$ cat src/rtl/mul_seq_pkg.sv
// Shared constants and state encoding for the sequential shift-and-add multiplier.
package mul_seq_pkg;

  localparam int OP_W   = 4;
  localparam int PROD_W = 8;
  localparam int CNT_W  = 2;

  typedef enum logic [1:0] {
    ST_IDLE = 2'd0,
    ST_RUN  = 2'd1,
    ST_DONE = 2'd2
  } state_t;

endpackage

$ cat src/rtl/mul_seq_rca.sv
// Existing 4-bit ripple-carry adder; each bit is a plain full adder on the carry chain.
module rca (
  input  logic [3:0] a,
  input  logic [3:0] b,
  input  logic       c_in,
  output logic [3:0] sum,
  output logic       c_out
);

  logic [4:0] carry;

  assign carry[0] = c_in;

  for (genvar i = 0; i < 4; i++) begin : g_fa
    assign sum[i]     = a[i] ^ b[i] ^ carry[i];
    assign carry[i+1] = (a[i] & b[i]) | (carry[i] & (a[i] ^ b[i]));
  end

  assign c_out = carry[4];

endmodule

$ cat src/rtl/mul_seq.sv
// Unsigned 4x4 shift-and-add multiplier: one rca addition per RUN cycle, four
// iterations, product taken straight from the shift/accumulate register.
module mul_seq
  import mul_seq_pkg::*;
(
  input  logic                clk,
  input  logic                rst,
  input  logic                start,
  input  logic [OP_W-1:0]     a,
  input  logic [OP_W-1:0]     b,
  output logic                busy,
  output logic                done,
  output logic [PROD_W-1:0]   product
);

  state_t              state;
  state_t              state_n;
  logic [OP_W-1:0]     mcand;
  logic [PROD_W-1:0]   p;
  logic [CNT_W-1:0]    cnt;
  logic                accept;
  logic                last_iter;
  logic [OP_W-1:0]     addend;
  logic [OP_W-1:0]     sum;
  logic                c_out;

  // A new request is only taken when no multiply is in flight.
  assign accept    = start && (state != ST_RUN);
  assign last_iter = (cnt == CNT_W'(OP_W - 1));
  assign addend    = p[0] ? mcand : '0;

  rca u_rca (
    .a     (p[PROD_W-1:OP_W]),
    .b     (addend),
    .c_in  (1'b0),
    .sum   (sum),
    .c_out (c_out)
  );

  always_ff @(posedge clk) begin
    if (rst) begin
      state <= ST_IDLE;
    end else begin
      state <= state_n;
    end
  end

  always_comb begin
    state_n = state;
    unique case (state)
      ST_IDLE: state_n = accept ? ST_RUN : ST_IDLE;
      ST_RUN:  state_n = last_iter ? ST_DONE : ST_RUN;
      ST_DONE: state_n = accept ? ST_RUN : ST_IDLE;
      default: state_n = ST_IDLE;
    endcase
  end

  always_comb begin
    busy    = (state == ST_RUN);
    done    = (state == ST_DONE);
    product = p;
  end

  // The carry out lands in P[7], so 15*15 keeps its top bit.
  always_ff @(posedge clk) begin
    if (rst) begin
      mcand <= '0;
      p     <= '0;
      cnt   <= '0;
    end else if (accept) begin
      mcand <= a;
      p     <= {{(PROD_W-OP_W){1'b0}}, b};
      cnt   <= '0;
    end else if (state == ST_RUN) begin
      p     <= {c_out, sum, p[OP_W-1:1]};
      cnt   <= cnt + CNT_W'(1);
    end
  end

endmodule

$ cat config.mk
export PLATFORM = sky130hd
export DESIGN_NAME = mul_seq
export DESIGN_NICKNAME = d
export VERILOG_FILES = /design/src/rtl/mul_seq_pkg.sv /design/src/rtl/mul_seq_rca.sv /design/src/rtl/mul_seq.sv
export SDC_FILE = /design/constraint.sdc
export NUM_CORES = 1
export LEC_CHECK = 0
export ABC_AREA = 1
export BUFFER_PORTS_ARGS = -buffer_cell sky130_fd_sc_hd__buf_2
export CORE_MARGIN = 4
export CORE_UTILIZATION = 35
export CTS_BUF_LIST = sky130_fd_sc_hd__clkbuf_16
export DETAILED_ROUTE_END_ITERATION = 10
export PLACE_DENSITY = 0.59
export SKIP_LAST_GASP = 1
export SYNTH_ARGS = -nofsm -noshare
export SYNTH_HDL_FRONTEND = slang
export SYNTH_HIERARCHICAL = 1
export SYNTH_SLANG_ARGS = --single-unit
$ cat constraint.sdc
create_clock -name clk -period 3.2 [get_ports clk]
set_input_delay 0.16 -clock clk [delete_from_list [all_inputs] [get_ports clk]]
set_output_delay 0.16 -clock clk [all_outputs]
set_load 0.02 [all_outputs]
# After elaboration in Yosys (flattened, before gate mapping)
# Index checks and enable logic that the tools add are counted.
# totals
register_bits	16
output_inout_bits	10
elab_cells	38
# classes
addsub	1
eq_ne	4
mux	6
bitwise	17
reduce_logical	5
# op_table
cell	count
4-bit 2-to-1 mux	3
1-bit bitwise AND	7
1-bit bitwise XOR	7
2-bit equality test (second input constant)	2
2-bit one-hot mux with 2 select lines	1
2-bit OR reduction	2
1-bit bitwise OR	3
2-bit by 1-bit adder with 2-bit output (second input constant)	1
2-bit by 1-bit equality test with 1-bit output (second input constant)	1
2-bit logical NOT	1
2-bit 2-to-1 mux	1
2-bit by 1-bit inequality test with 1-bit output (second input constant)	1
2-bit nonzero test	1
1-bit logical AND	1
1-bit 2-to-1 mux	1

# Depth between registers and ports, before layout
# Gate-level depths: netlist of run 1.
# logic_depth
depth_word	8
ltp_mapped	12

# Modules after synthesis
# Netlist of run 1, hierarchy kept.
# modules_own_cells
module	n_inst	cells_each	area_each_um2	seq_area_each_um2
mul_seq	1	95	686.9	320.3
rca	1	14	117.6	0.0

# Worst setup path before layout of run 1
# Ideal clock, no wire load.
# synth_timing
kind	register -> register
startpoint	reg p[0], in the netlist product[0]
endpoint	reg p[6], in the netlist product[6]
setup_ps	70
arrival_time_ps	2183
required_ps	3130
slack_ps	947
stages_incl_launch_ff	13
synth_period_minus_slack_ps	2253
path_cell_list	dfxtp_1 -> nand2_1 -> inv_1 -> fa_1 -> inv_1 -> fa_1 -> inv_1 -> fa_1 -> inv_1 -> fa_1 -> inv_1 -> nand2_1 -> a21oi_1
# synth_via
elab_chain_len	7
word_cells_on_any_way	12
classes_between	1 x mux; 11 x bitwise
# synth_lines
element	line	source
from (decl)	mul_seq.sv:19	logic [PROD_W-1:0] p;
from (signal assigned)	mul_seq.sv:72	p <= {{(PROD_W-OP_W){1'b0}}, b};
from (signal assigned)	mul_seq.sv:75	p <= {c_out, sum, p[OP_W-1:1]};
4-bit 2-to-1 mux	mul_seq.sv:30	assign addend = p[0] ? mcand : '0;
via addend[0]	mul_seq.sv:23	logic [OP_W-1:0] addend;
1-bit bitwise AND (2 in a row)	mul_seq_rca.sv:16	assign carry[i+1] = (a[i] & b[i]) | (carry[i] & (a[i] ^ b[i]));
1-bit bitwise OR	mul_seq_rca.sv:16	
1-bit bitwise AND	mul_seq_rca.sv:16	
1-bit bitwise OR	mul_seq_rca.sv:16	
1-bit bitwise XOR	mul_seq_rca.sv:15	assign sum[i] = a[i] ^ b[i] ^ carry[i];
via sum[3]	mul_seq.sv:24	logic [OP_W-1:0] sum;
# The timed path passes the listed nets, and every way through them passes these cells.
# A chain may end at the register's enable or synchronous reset.

# Worst setup path after layout of run 1
# Same ends and word-level chain as after synthesis.

==> impl_metrics.env, run 1 <==
export IMPL_grt_total_usage=0.112
export IMPL_power_per_cell_area_nw_per_um2=515
export IMPL_drt_iter0_markers=6
export IMPL_hpwl_um=1180
export IMPL_drc=0
export IMPL_multi_input_area_um2=383
export IMPL_port_buffers=20
export IMPL_start_kind="register"
export IMPL_synth_commonest_cells="23 x nand2_1, 21 x inv_1, 16 x dfxtp_1"
export IMPL_boundaryPins=21
export IMPL_clockPowerShare=0.463
export IMPL_synth_area_top_cells="dfxtp_1 40%, nand2_1 11%, fa_1 10%"
export IMPL_postCtsResizedCells=0
export IMPL_ir_drop_v=0.000383
export IMPL_cts_hold_buf=0
export IMPL_ys_flop_type="dfxtp_1"
export IMPL_drv_slew=0
export IMPL_finalSetupTns_ns=0
export IMPL_fin_crit_ns=2.25
export IMPL_die_w_um=55.9
export IMPL_dieArea_um2=3130
export IMPL_seqPwrFrac=0.420
export IMPL_finalWeightedCongestion=0.692
export IMPL_clk_insertion_delay_late_ns=0.24
export IMPL_grt_ovfl_total=0
export IMPL_synth_top_area_frac=0.398
export IMPL_status="completed"
export IMPL_hold_class="in -> reg"
export IMPL_fin_total_pwr_w=0.000519
export IMPL_diodes=0
export IMPL_cts_root_buffer="clkbuf_16"
export IMPL_syn_nets=125
export IMPL_synth_area_leader_cell="dfxtp_1"
export IMPL_regArea_um2=320
export IMPL_synth_cell_type_count=17
export IMPL_crit_top_cell="inv_1"
export IMPL_crit_slowest_cell="fa_1"
export IMPL_ys_async_sr_fraction=0
export IMPL_via_per_inst=4.32
export IMPL_die_h_um=55.9
export IMPL_worstSetupEndpointType="register"
export IMPL_p_comb_frac=0.117
export IMPL_ant_nets=0
export IMPL_wl_um=1500
export IMPL_post_cts_buffers=0
export IMPL_syn_avg_cell_area_um2=7.38
export IMPL_start_util=0.367
export IMPL_core_um2=2190
export IMPL_p_switching_w=0.000121
export IMPL_rsz0062_at_grt="no"
export IMPL_p_int_w=0.000398
export IMPL_grt_pass1_vias=674
export IMPL_nets=149
export IMPL_num_rows=17
export IMPL_cap_violations=0
export IMPL_p_leak_nw=0.537
export IMPL_criticalPathCategory="reg -> reg"
export IMPL_cts_tree="done"
export IMPL_cp_max_fo=6
export IMPL_grt_first_pass_wirelength_um=2820
export IMPL_area_delta_synth_final_pct=25.2
export IMPL_cts_sinks=16
export IMPL_firstDrtPassIters=3
export IMPL_cpPeakStageDelay_ns=0.40
export IMPL_finalCritPeriodShare=0.703
export IMPL_yosysMostFrequentCell="nand2_1"
export IMPL_clock_path_buffers=2
export IMPL_cp_cell_sequence="nand2_1, inv_1, fa_1, inv_1, fa_1, inv_1, fa_1, inv_1, fa_1, inv_1, nand2_1, a21oi_1"
export IMPL_synth_seq_cells=16
export IMPL_crit_buf_inv=5
export IMPL_power_switching_share=0.233
export IMPL_cp_required_ns=3.37
export IMPL_crit_family="adder cells"
export IMPL_whs_ns=0.0946
export IMPL_final_hold_viol_count=0
export IMPL_synth_cells=109
export IMPL_synth_edf_count=0
export IMPL_yosys_warnings=6
export IMPL_final_util=0.460
export IMPL_vias=691
export IMPL_fillers=225
export IMPL_clkSlewWorstSetupHoldPaths_ns=0.05
export IMPL_antenna_found_initial=0
export IMPL_seq_area_frac_synth=0.398
export IMPL_cts_made_buffers=3
export IMPL_htree_levels=1
export IMPL_arrival_ns=2.43
export IMPL_setup_violations=0
export IMPL_post_drt_wl_per_cell_um=9.39
export IMPL_syn_area_um2=805
export IMPL_timing_fmax_mhz=444
export IMPL_r2r_slack_ns=0.95
export IMPL_grt_max_degree=18
export IMPL_fin_skew_ns=0.00295
export IMPL_layout_drive_gt1_share=0.227
state kept, by name, summed over array words and instances, names as in the netlist:
register	flops
state	2
product	8
cnt	2
mcand	4
cell families after synthesis:
| logic type | Yosys count | share of synthesized area |
|---|---|---|
| simple gates | 51 | 0.281 |
| buf+inv | 25 | 0.126 |
| flops | 16 | 0.398 |
| compound gates | 10 | 0.0638 |
| fa+ha+maj | 5 | 0.115 |
| xor+xnor | 1 | 0.0109 |
| other cells | 1 | 0.00466 |
worst reg2reg max path, stage by stage (launching register included):
cell,delay [ns]
dfxtp_1,0.35
nand2_1,0.09
inv_1,0.05
fa_1,0.37
inv_1,0.07
fa_1,0.16
inv_1,0.05
fa_1,0.35
inv_1,0.07
fa_1,0.40
inv_1,0.06
nand2_1,0.04
a21oi_1,0.13
stage by stage:
stage	instances	area (um^2)	setup WS [ns]
2_1_floorplan	109	805	0.947
3_3_place_gp	156	928	0.994
3_5_place_dp	156	928	0.932
4_1_cts	160	1010	0.924
5_1_grt	160	1010	0.757
6_report	160	1010	0.950
final cells by class:
class | count | area share
multi-input combinational | 68 | 0.380
clock inverter | 1 | 0.00373
sequential | 16 | 0.318
timing repair buffer | 20 | 0.0994
clock buffer | 3 | 0.0745
tap | 28 | 0.0348
inverter | 24 | 0.0894
power groups by stage:
| stage | Combinational (W) | Clock, W | Sequential, W |
|---|---|---|---|
| after floorplan | 0.0000393 | 0 | 0.000225 |
| after global placement | 0.0000611 | 0 | 0.000222 |
| after detailed placement | 0.0000611 | 0 | 0.000222 |
| after CTS | 0.0000618 | 0.000247 | 0.000218 |
| after global routing | 0.0000701 | 0.000256 | 0.000220 |
| final | 0.0000607 | 0.000240 | 0.000218 |
metal layers:
metal	wire length, um	part of all wire	up-vias	track usage
li1	-	-	370	-
met5	0	0	-	0
met1	701	0.47	309	0.134
met4	25	0.017	0	0.0508
met3	61	0.041	2	0.0371
met2	714	0.48	10	0.182
layout by cell type, fill, tap and decap left out, drive strengths merged, types with 3 or more instances in the layout:
cell type,synthesis,layout
nand2,26,26
nand3,12,12
o21ai,4,4
buf,1,20
nor2,13,13
dfxtp,16,16
clkbuf,0,3
fa,4,4
inv,24,24
a21oi,5,5
worst paths after layout:
path / cells after the start / start / end
worst min-delay path: 2 / rst / state[0]$_SDFF_PP0_
worst max-delay path: 12 / product[0]$_SDFFE_PP0P_ / product[6]$_SDFFE_PP0N_
worst min register to register: 2 / cnt[1]$_SDFFE_PP0N_ / cnt[1]$_SDFFE_PP0N_
worst max register to register: 12 / product[0]$_SDFFE_PP0P_ / product[6]$_SDFFE_PP0N_
(Power assumes the default switching activity.)
==> inputs of run 2 (changes only) <==
Settings changed: ABC_AREA 1 to 0, PLACE_DENSITY 0.59 to 0.58.
Clock period 3.2 ns to 2.2 ns, I/O delays scaled along.
==> impl_metrics.env, run 2 <==
export IMPL_status="completed"
export IMPL_area_delta_synth_final_pct=20.9
export IMPL_clkSlewWorstSetupHoldPaths_ns=0.05
export IMPL_cts_made_buffers=3
export IMPL_setup_violations=0
export IMPL_cts_root_buffer="clkbuf_16"
export IMPL_grt_max_degree=18
export IMPL_core_um2=2250
export IMPL_p_switching_w=0.000189
export IMPL_power_per_cell_area_nw_per_um2=751
export IMPL_start_kind="register"
export IMPL_worst_slew_margin_rel=0.468
export IMPL_fin_crit_ns=2.13
export IMPL_layout_drive_gt1_share=0.391
export IMPL_grt_pass1_vias=775
export IMPL_synth_area_top_cells="dfxtp_1 38%, fa_1 9.4%, a21oi_1 5.9%"
export IMPL_start_util=0.378
export IMPL_synth_cell_type_count=24
export IMPL_layout_common_cells="20 x buf_2, 14 x dfxtp_1, 10 x nand3_1"
export IMPL_dpl_cell_area_um2=931
export IMPL_antenna_found_initial=0
export IMPL_diodes=0
export IMPL_grt_first_pass_wirelength_um=3150
export IMPL_cp_cell_sequence="and2_4, fa_2, inv_2, fa_2, inv_2, fa_2, inv_2, fa_1, inv_1, nand2_1, a21oi_2"
export IMPL_synth_seq_cells=16
export IMPL_synth_area_leader_cell="dfxtp_1"
export IMPL_final_hold_viol_count=0
export IMPL_syn_nets=112
export IMPL_cts_hold_buf=0
export IMPL_stdcell_area_um2=1030
export IMPL_cp_max_fo=2
export IMPL_seq_area_frac_synth=0.376
export IMPL_crit_slowest_cell="fa_1"
export IMPL_power_switching_share=0.245
export IMPL_wl_um=1760
export IMPL_yosys_warnings=6
export IMPL_multi_input_area_um2=423
export IMPL_drv_slew=0
export IMPL_fin_total_pwr_w=0.000774
export IMPL_synth_top_area_frac=0.376
export IMPL_cp_required_ns=2.38
export IMPL_port_buffers=20
export IMPL_hold_class="in -> reg"
export IMPL_hpwl_um=1210
export IMPL_grt_ovfl_total=0
export IMPL_die_h_um=57.3
export IMPL_cts_tree="done"
export IMPL_regArea_um2=325
export IMPL_htree_levels=1
export IMPL_syn_area_um2=852
export IMPL_p_comb_frac=0.132
export IMPL_clock_path_buffers=2
export IMPL_post_drt_wl_per_cell_um=12.3
export IMPL_p_leak_nw=0.444
export IMPL_cpPeakStageDelay_ns=0.40
export IMPL_finalSetupTns_ns=0
export IMPL_vias=688
export IMPL_p_int_w=0.000584
export IMPL_boundaryPins=21
export IMPL_fin_skew_ns=0.00142
export IMPL_ys_async_sr_fraction=0
export IMPL_num_rows=17
export IMPL_arrival_ns=2.31
export IMPL_yosysMostFrequentCell="dfxtp_1"
export IMPL_finalCritPeriodShare=0.969
export IMPL_largest_reg_flops=8
export IMPL_syn_avg_cell_area_um2=8.88
export IMPL_cap_violations=0
export IMPL_clk_insertion_delay_late_ns=0.24
export IMPL_firstDrtPassIters=2
export IMPL_layout_commonest_cell="buf_2"
export IMPL_die_w_um=57.3
export IMPL_clockPowerShare=0.459
export IMPL_drt_iter0_markers=10
export IMPL_synth_cells=96
export IMPL_grt_total_usage=0.122
export IMPL_fillers=239
export IMPL_rsz0062_at_grt="yes"
export IMPL_seqPwrFrac=0.408
export IMPL_ant_nets=0
export IMPL_ys_flop_type="dfxtp_1"
export IMPL_synth_edf_count=0
export IMPL_ir_drop_v=0.000315
export IMPL_synth_commonest_cells="16 x dfxtp_1, 10 x a21oi_1, 10 x inv_1, 10 x nand3_1, 9 x nand2_1"
export IMPL_timing_fmax_mhz=469
export IMPL_worst_pin_slew_ns=0.797
export IMPL_drc=0
export IMPL_criticalPathCategory="reg -> reg"
export IMPL_dieArea_um2=3290
export IMPL_nets=132
export IMPL_finalWeightedCongestion=0.689
export IMPL_worstSetupEndpointType="register"
export IMPL_via_per_inst=4.81
export IMPL_cts_sinks=16
## run 2: final timing paths
kind / endpoint / slack (ns) / start / depth (start not counted)
worst max-delay path: product[6]$_SDFFE_PP0N_ / 0.07 / mcand[0]$_SDFFE_PP0N_ / 11
worst min-delay path: product[0]$_SDFFE_PP0P_ / 0.10 / b[0] / 3
worst max register to register: product[6]$_SDFFE_PP0N_ / 0.07 / mcand[0]$_SDFFE_PP0N_ / 11
worst min register to register: mcand[3]$_SDFFE_PP0N_ / 0.46 / mcand[3]$_SDFFE_PP0N_ / 2
## run 2: what timing repair did
action / 4_1_cts / 5_1_grt
hold endpoints to repair: 0 / 0
gates resized for setup: 7 / 1
buffers inserted: 1 / 0
pin swaps: 6 / 4
endpoints found under the setup margin: 1 / 1
## run 2: critical path, delay by kind of cell, from the launching register on
family,cells,cell delay (ns)
buffers and inverters,4,0.22
AND/OR/NAND/NOR,2,0.20
adder cells (fa/ha/maj),4,1.23
flip-flops,1,0.32
AO/OA/AOI/OAI,1,0.10
## run 2: metal layers
metal  wire (um)  GRT usage  vias to the layer above
met5           0          0                        -
met4          12     0.0762                        0
met3          55     0.0317                        2
met2         923      0.215                        6
met1         771      0.128                      332
li1            -          -                      348
## run 2: cells by family after synthesis
kind of cell,after synthesis,synth area share
AND/OR/NAND/NOR,32,0.181
AO/OA/AOI/OAI,23,0.186
buffers and inverters,19,0.144
flip-flops,16,0.376
adder cells (fa/ha/maj),5,0.109
other,1,0.00440
## run 2: power groups by stage
| stage | Clock (W) | Sequential, W | Combinational, W |
|---|---|---|---|
| 4_1_cts | 0.000365 | 0.000316 | 0.000104 |
| 3_5_place_dp | 0 | 0.000321 | 0.000102 |
| 2_1_floorplan | 0 | 0.000330 | 0.0000751 |
| 3_3_place_gp | 0 | 0.000321 | 0.0000999 |
| 5_1_grt | 0.000373 | 0.000317 | 0.000117 |
| 6_report | 0.000355 | 0.000316 | 0.000102 |
## run 2: stage by stage
step	std cells	worst slack (ns)	hold WS [ns]	utilization
3_3_place_gp	138	-0.00312	0.359	0.413
5_1_grt	143	-0.0663	0.114	0.457
4_1_cts	143	-0.00547	0.0997	0.455
3_5_place_dp	138	-0.0353	0.358	0.413
2_1_floorplan	96	0.000168	0.241	-
6_report	143	0.0680	0.102	0.457
## run 2: layout make-up
class | instances | area share
multi-input combinational | 61 | 0.411
inverter | 12 | 0.0510
tap | 28 | 0.0340
timing repair buffer | 22 | 0.112
sequential | 16 | 0.316
clock inverter | 1 | 0.00365
clock buffer | 3 | 0.0729
==> inputs of run 3 (changes only) <==
Settings changed: CTS_BUF_LIST sky130_fd_sc_hd__clkbuf_16 to sky130_fd_sc_hd__clkbuf_8, PLACE_DENSITY 0.58 to 0.63.
Clock period 2.2 ns to 1.7 ns, I/O delays scaled along.
==> impl_metrics.env, run 3 (same netlist as run 2, synthesis figures left out) <==
export IMPL_largest_reg_flops=8
export IMPL_regArea_um2=329
export IMPL_cts_root_buffer="clkbuf_8"
export IMPL_drt_iter0_markers=9
export IMPL_p_switching_w=0.000232
export IMPL_clockPowerShare=0.384
export IMPL_ant_nets=0
export IMPL_antenna_found_initial=0
export IMPL_power_switching_share=0.263
export IMPL_cp_required_ns=1.89
export IMPL_worstSetupEndpointType="register"
export IMPL_cts_sinks=16
export IMPL_core_um2=2250
export IMPL_layout_common_cells="20 x buf_2, 13 x dfxtp_1, 10 x nand3_1"
export IMPL_boundaryPins=21
export IMPL_p_comb_frac=0.156
export IMPL_final_hold_viol_count=0
export IMPL_worstSetupStartpoint="product[0]$_SDFFE_PP0P_"
export IMPL_final_util=0.456
export IMPL_start_kind="register"
export IMPL_nets=134
export IMPL_hold_path_end="product[0]$_SDFFE_PP0P_"
export IMPL_setup_ws_ns=-0.458
export IMPL_die_w_um=57.3
export IMPL_post_cts_buffers=0
export IMPL_status="complete, but fails checks"
export IMPL_start_util=0.378
export IMPL_fillers=246
export IMPL_criticalPathCategory="reg -> reg"
export IMPL_arrival_ns=2.35
export IMPL_rr_startpoint="product[0]$_SDFFE_PP0P_"
export IMPL_grt_total_usage=0.117
export IMPL_setup_violations=3
export IMPL_worst_slew_margin_rel=0.648
export IMPL_cts_made_buffers=3
export IMPL_firstDrtPassIters=6
export IMPL_fin_skew_ns=0.00383
export IMPL_grt_first_pass_wirelength_um=3050
export IMPL_timing_fmax_mhz=463
export IMPL_layout_drive_gt1_share=0.427
export IMPL_clkSlewWorstSetupHoldPaths_ns=0.07
export IMPL_drv_slew=0
export IMPL_fin_crit_ns=2.16
export IMPL_post_drt_wl_per_cell_um=11.9
export IMPL_violations="setup timing"
export IMPL_ir_drop_v=0.000433
export IMPL_finalCritPeriodShare=1.27
export IMPL_grt_pass1_vias=702
export IMPL_grt_max_degree=17
export IMPL_p_leak_nw=0.446
export IMPL_dieArea_um2=3290
export IMPL_r2r_end="product[6]$_SDFFE_PP0N_"
export IMPL_clk_insertion_delay_late_ns=0.25
export IMPL_cap_violations=0
export IMPL_finalWeightedCongestion=0.693
export IMPL_layout_commonest_cell="buf_2"
export IMPL_wl_um=1730
export IMPL_power_per_cell_area_nw_per_um2=860
export IMPL_num_rows=17
export IMPL_vias=687
export IMPL_cts_tree="done"
export IMPL_via_per_inst=4.74
export IMPL_htree_levels=1
export IMPL_hold_class="in -> reg"
export IMPL_multi_input_area_um2=425
export IMPL_clock_path_buffers=2
export IMPL_r2r_slack_ns=-0.46
export IMPL_seqPwrFrac=0.460
export IMPL_p_int_w=0.000651
export IMPL_r2r_worst_path_cells=11
export IMPL_hpwl_um=1240
export IMPL_die_h_um=57.3
export IMPL_finalSetupTns_ns=-0.725
export IMPL_area_delta_synth_final_pct=20.6
export IMPL_cp_max_fo=2
export IMPL_min_path_cells=3
export IMPL_grt_ovfl_total=0
export IMPL_port_buffers=20
export IMPL_worst_pin_slew_ns=0.527
export IMPL_rsz0062_at_grt="yes"
export IMPL_diodes=0
export IMPL_hp_start="b[0]"
export IMPL_drc=0
## run 3: final cells by class
cell class | instances | share of cell area
Multi-Input combinational cell | 61 | 0.414
Sequential cell | 16 | 0.320
Timing Repair Buffer | 24 | 0.127
Clock buffer | 4 | 0.0536
Inverter | 12 | 0.0512
Tap cell | 28 | 0.0341
## run 3: repair_timing
action / in CTS / in global routing
cloned: 0 / 0
hold endpoints to repair: 0 / 0
endpoints found under the setup margin: 3 / 3
hold buffers: 0 / 0
gates resized for setup: 1 / 3
## run 3: critical path, stage by stage (launching register included)
cell and delay (ns):
dfxtp_4 0.34, and2_4 0.13, fa_2 0.33, inv_2 0.06
fa_2 0.18, inv_2 0.03, fa_2 0.32, inv_2 0.06
fa_2 0.43, inv_1 0.06, nand2_1 0.05, a21oi_2 0.10
## run 3: metal layers
| metal | vias to the layer above | track usage | wire (um) |
|---|---|---|---|
| li1 | 349 | - | - |
| met1 | 330 | 0.136 | 787 |
| met2 | 6 | 0.206 | 894 |
| met3 | 2 | 0.0204 | 27 |
| met4 | 0 | 0.0497 | 17 |
| met5 | - | 0 | 0 |
## run 3: power by group through the flow
stage                     Clock [W]  Combinational, W  Sequential (W)
after global routing       0.000361          0.000154        0.000409
after CTS                  0.000346          0.000139        0.000406
after floorplan                   0         0.0000978        0.000426
after detailed placement          0          0.000139        0.000414
final                      0.000339          0.000137        0.000406
after global placement            0          0.000137        0.000414
## run 3: how the worst max path moves through the flow
| stage | cells past startpoint | endpoint |
|---|---|---|
| 2_1_floorplan | 10 | product[6]$_SDFFE_PP0N_ |
| 3_3_place_gp | 11 | product[6]$_SDFFE_PP0N_ |
| 3_5_place_dp | 11 | product[6]$_SDFFE_PP0N_ |
| 4_1_cts | 11 | product[6]$_SDFFE_PP0N_ |
| 5_1_grt | 11 | product[6]$_SDFFE_PP0N_ |
| 6_report | 11 | product[6]$_SDFFE_PP0N_ |
## run 3: metrics by stage
| step | hold slack, ns | std cells | setup slack, ns | power [W] | area [um^2] |
|---|---|---|---|---|---|
| CTS | 0.0728 | 145 | -0.454 | 0.000891 | 1020 |
| floorplan | 0.216 | 96 | -0.331 | 0.000524 | 870 |
| global route | 0.0874 | 145 | -0.562 | 0.000924 | 1030 |
| detailed placement | 0.337 | 141 | -0.430 | 0.000553 | 965 |
| global placement | 0.335 | 141 | -0.400 | 0.000550 | 965 |
| finish | 0.0726 | 145 | -0.458 | 0.000883 | 1030 |
